$ cat src/rtl/instr_fetch.sv
// Instruction fetch sequencer: owns the PC, reads instruction memory over
// req/ack, presents each word with a one-cycle IR load strobe, then waits for execute.
module instr_fetch #(
    parameter int            AW       = 8,
    parameter logic [AW-1:0] RESET_PC = '0
) (
    input  logic          clk,
    input  logic          rst,
    input  logic          start,
    output logic          imem_req,
    output logic [AW-1:0] imem_addr,
    input  logic          imem_ack,
    input  logic [15:0]   imem_data,
    output logic [15:0]   ir_d,
    output logic          en_ir,
    output logic [AW-1:0] pc,
    input  logic          exec_done,
    input  logic          br_take,
    input  logic [AW-1:0] br_target,
    output logic          halt,
    output logic          busy
);

    localparam logic [2:0] S_IDLE      = 3'd0;
    localparam logic [2:0] S_REQ       = 3'd1;
    localparam logic [2:0] S_LOAD      = 3'd2;
    localparam logic [2:0] S_WAIT_EXEC = 3'd3;
    localparam logic [2:0] S_HALTED    = 3'd4;

    localparam logic [3:0] OP_HALT = 4'hF;

    logic [2:0]    state;
    logic [2:0]    state_nxt;
    logic [AW-1:0] pc_nxt;

    always_comb begin
        // NOTE: every signal gets a default before the case so no path leaves it unassigned (no latch).
        state_nxt = state;
        pc_nxt    = pc;
        case (state)
            S_IDLE: begin
                if (start) state_nxt = S_REQ;
            end
            S_REQ: begin
                if (imem_ack) state_nxt = S_LOAD;
            end
            S_LOAD: begin
                pc_nxt    = pc + 1'b1;
                state_nxt = (ir_d[15:12] == OP_HALT) ? S_HALTED : S_WAIT_EXEC;
            end
            S_WAIT_EXEC: begin
                if (exec_done) begin
                    state_nxt = S_REQ;
                    if (br_take) pc_nxt = br_target;
                end
            end
            S_HALTED: begin
                state_nxt = S_HALTED;
            end
            default: begin
                state_nxt = S_IDLE;
            end
        endcase
    end

    // NOTE: sequential state uses non-blocking assignments so all registers update together at the edge.
    always_ff @(posedge clk or posedge rst) begin
        if (rst) begin
            state <= S_IDLE;
            pc    <= RESET_PC;
            ir_d  <= 16'h0000;
        end else begin
            state <= state_nxt;
            pc    <= pc_nxt;
            if (state == S_REQ && imem_ack) ir_d <= imem_data;
        end
    end

    // Outputs decode straight from registered state: no input reaches an output combinationally.
    assign imem_req  = (state == S_REQ);
    assign imem_addr = pc;
    assign en_ir     = (state == S_LOAD);
    assign halt      = (state == S_HALTED);
    assign busy      = (state == S_REQ) || (state == S_LOAD) || (state == S_WAIT_EXEC);

endmodule

$ cat config.mk
export PLATFORM = sky130hd
export DESIGN_NAME = instr_fetch
export DESIGN_NICKNAME = d
export VERILOG_FILES = /design/src/rtl/instr_fetch.sv
export SDC_FILE = /design/constraint.sdc
export NUM_CORES = 1
export LEC_CHECK = 0
export ABC_CLOCK_PERIOD_IN_PS = 3200
export BUFFER_PORTS_ARGS = -buffer_cell sky130_fd_sc_hd__buf_2
export CAP_MARGIN = 20
export CORE_ASPECT_RATIO = 1.5
export CORE_MARGIN = 2
export CORE_UTILIZATION = 50
export CTS_CLUSTER_DIAMETER = 80
export DETAILED_ROUTE_END_ITERATION = 12
export PLACE_DENSITY = 0.84
export SYNTH_ARGS = -nofsm -noshare
export SYNTH_HDL_FRONTEND = slang
export SYNTH_SLANG_ARGS = --single-unit
$ cat constraint.sdc
create_clock -name clk -period 3.2 [get_ports clk]
set_clock_uncertainty 0.15 [all_clocks]
set_input_delay 0.16 -clock clk [delete_from_list [all_inputs] [get_ports clk]]
set_output_delay 0.16 -clock clk [all_outputs]
set_load 0.02 [all_outputs]
==> results.py <==
metrics = {
    "floorplanning": {
        "die_w_um": 48.1,
        "start_util_pct": 51.2,
        "ios": 66,
        "row_count": 24,
        "die_area_um2": 3380,
        "core-area_um2": 2850,
        "die_y_um": 70.2,
    },
    "synthesis": {
        "syn_inst": 126,
        "synth_edf_count": 0,
        "yosysTopAreaCell": "dfrtp_1",
        "synthTopCellsByArea": "dfrtp_1, mux2_4, mux2_2, a21oi_1, buf_4",
        "netlist.area_leader.share_pct": 46.3,
        "postSynthAreaPerCell_um2": 11.6,
        "synth_nets": 157,
        "synth-seq-cells": 27,
        "synth_seq_area_share_pct": 46.3,
        "yosysWarnings": 0,
        "synthArstFlopShare_pct": 100,
        "syn_area_um2": 1460,
        "yosys_most_used_dff": "dfrtp_1",
        "yosysUniqueCellTypes": 34,
    },
    "finish": {
        "synthToLayoutAreaGrowth_pct": 34.4,
        "multi_input_area_um2": 656,
        "final_cells": 240,
        "diodes": 0,
        "seq_area_um2": 676,
        "num-nets-final": 233,
        "drive_above_1_share_pct": 47.3,
        "fillers": 221,
    },
    "drt": {
        "vias_per_cell": 5.16,
        "ant_nets": 0,
        "wire_per_inst_um": 13.5,
        "drt_iter0_markers": 11,
        "vias": 1239,
        "wl_um": 3240,
        "drc": 0,
        "drtPass1Iterations": 4,
    },
    "grt": {
        "antenna_found_initial": 0,
        "grt_pass1_wl_um": 5040,
        "grt-ovfl-total": 0,
        "grt_usage_pct": 20.2,
        "grt_max_degree": 28,
        "grt_pass1_vias": 1162,
    },
    "clock_network": {
        "clockBufferDepth": 2,
        "cts_resized": 0,
        "cts_buffers": 3,
        "cts_setup_buffers": 0,
        "cts_tree": "done",
        "cts.sinks": 27,
        "path_clk_slew_ns": 0.09,
        "htree_levels": 1,
        "clkLatencyLatePin_ns": 0.27,
        "root_buffer": "clkbuf_8",
    },
    "flow_run": {
        "maxCapViolCount": 0,
    },
    "timing": {
        "layout_min_cycle_time_ns": 1.81,
        "hold_ws_ns": 0.0649,
        "setup_tns_ns": 0,
        "fmax_mhz": 553,
        "finalMaxSlewViolations": 0,
        "rsz0062_at_grt": "no",
        "setup_viol": 0,
        "final_hold_viol_count": 0,
        "period_share_pct": 56.6,
        "slew_headroom_pct": 68.4,
        "worstMarginPinSlew_ns": 0.474,
    },
    "power_and_ir_drop": {
        "ir_drop_mv": 0.630,
        "design_power_total_mw": 1.95,
        "power_density_nw_per_um2": 993,
        "p_comb_share_pct": 55.4,
        "p_sw_mw": 0.883,
        "internal_power_mw": 1.07,
        "leakage_nw": 0.957,
        "swShare_pct": 45.3,
        "seqPwrFrac_pct": 34.9,
        "clockPowerShare_pct": 9.7,
    },
    "placed_design": {
        "port_buffers": 65,
        "dpl.cell_count": 218,
        "hpwl_um": 2270,
        "globalplace.congestion": 0.756,
    },
    "worst_setup_path": {
        "cp-end-kind": "flop",
        "slowest_delay_ns": 0.65,
        "cp-start-kind": "flop",
        "cp_slowest_cell": "dfrtp_1",
        "critPathKind": "reg2reg",
        "crit_arrival_ns": 1.82,
        "crit_fanout": 16,
        "crit_chain": "nand2b_2 -> nor2_8 -> mux2_2",
        "cp.required_ns": 3.21,
    },
    "outcome": {
        "status": "completed",
    },
    "min_path": {
        "hp-class": "in2reg",
    },
}
## layout by cell type, fill, tap and decap left out, types with 2 or more instances in the layout
cell type / instances
nand2_1: 3
dlygate4sd3_1: 17
nand2b_4: 2
inv_1: 4
nor2_1: 9
a31oi_1: 2
mux2_4: 10
nand2b_1: 3
clkbuf_8: 3
o21a_1: 2
buf_2: 65
nand4_1: 2
nor3_1: 5
dfrtp_1: 27
nand3_1: 4
mux2_2: 8
a21oi_1: 12
o21ai_0: 5
## critical path, delay by kind of cell (launching register included)
| kind | cells | cell delay, ns |
|---|---|---|
| mux | 1 | 0.38 |
| flops | 1 | 0.65 |
| simple gates | 2 | 0.52 |
## stage by stage
step	utilization [%]	area [um2]	worst slack (ns)
2_1_floorplan	-	1460	1.60
3_3_place_gp	60.3	1720	1.45
3_5_place_dp	60.3	1720	1.38
4_1_cts	67.9	1940	1.37
5_1_grt	68.8	1960	1.29
6_report	68.8	1960	1.39
## state kept, by name (all words and copies together), names as in the netlist
| register | count |
|---|---|
| imem_addr | 8 |
| state | 3 |
| ir_d | 16 |
## path summary, 6_finish.rpt
check | start | endpoint | slack, ns | depth (start not counted)
worst max-delay path | state[0] | ir_d[12] | 1.39 | 3
worst min-delay path | br_target[6] | imem_addr[6] | 0.06 | 3
worst max register to register | state[0] | ir_d[12] | 1.39 | 3
worst min register to register | ir_d[7] | ir_d[7] | 0.36 | 1
max in group asynchronous | rst | state[2] | 2.29 | 4
min in group asynchronous | rst | imem_addr[1] | 0.22 | 3
## final cells by class
type	instances	area share (%)
sequential	27	34.4
multi-input combinational	83	33.4
timing repair buffer	83	26.6
tap	39	2.49
clock buffer	4	2.29
inverter	4	0.765
## Yosys cell counts (2+ instances only)
master    instances
nand2b_1          3
a31oi_1           2
a21oi_1          12
nand4_1           2
o21a_1            2
dfrtp_1          27
buf_6             3
buf_4             8
nand2b_4          2
nor2_1            9
mux2_2            8
inv_1             4
nor3_1            5
o21ai_0           5
nand3_1           4
nand2_1           3
mux2_4           10
## metal layers
| metal | wire, um | GRT usage [%] |
|---|---|---|
| met4 | 40 | 5.41 |
| met1 | 1240 | 22.9 |
| met3 | 236 | 3.88 |
| met2 | 1730 | 36.0 |
| met5 | 0 | 0 |
## kinds of logic (layout without fill, tap and decap cells)
logic type	count (synthesis)	after routing	synth area share (%)
AO/OA/AOI/OAI	28	28	12.3
flip-flops	27	27	46.3
multiplexers	19	19	17.1
AND/OR/NAND/NOR	35	35	14.7
adder cells (fa/ha/maj)	1	1	0.857
buffers and inverters	16	91	8.83
## what timing repair did
item | CTS | global route
endpoints found under the setup margin | 0 | 0
endpoints found under the hold margin | 43 | 0
hold buffers | 17 | 0
## power groups by stage
stage          Combinational, mW  Sequential, mW  Clock [mW]
6_report                    1.08           0.680       0.188
5_1_grt                     1.16           0.712       0.210
4_1_cts                     1.08           0.680       0.192
3_5_place_dp                1.07           0.682           0
3_3_place_gp                1.04           0.670           0
2_1_floorplan              0.709           0.827           0
No activity file was read; power rests on OpenSTA's default activity.
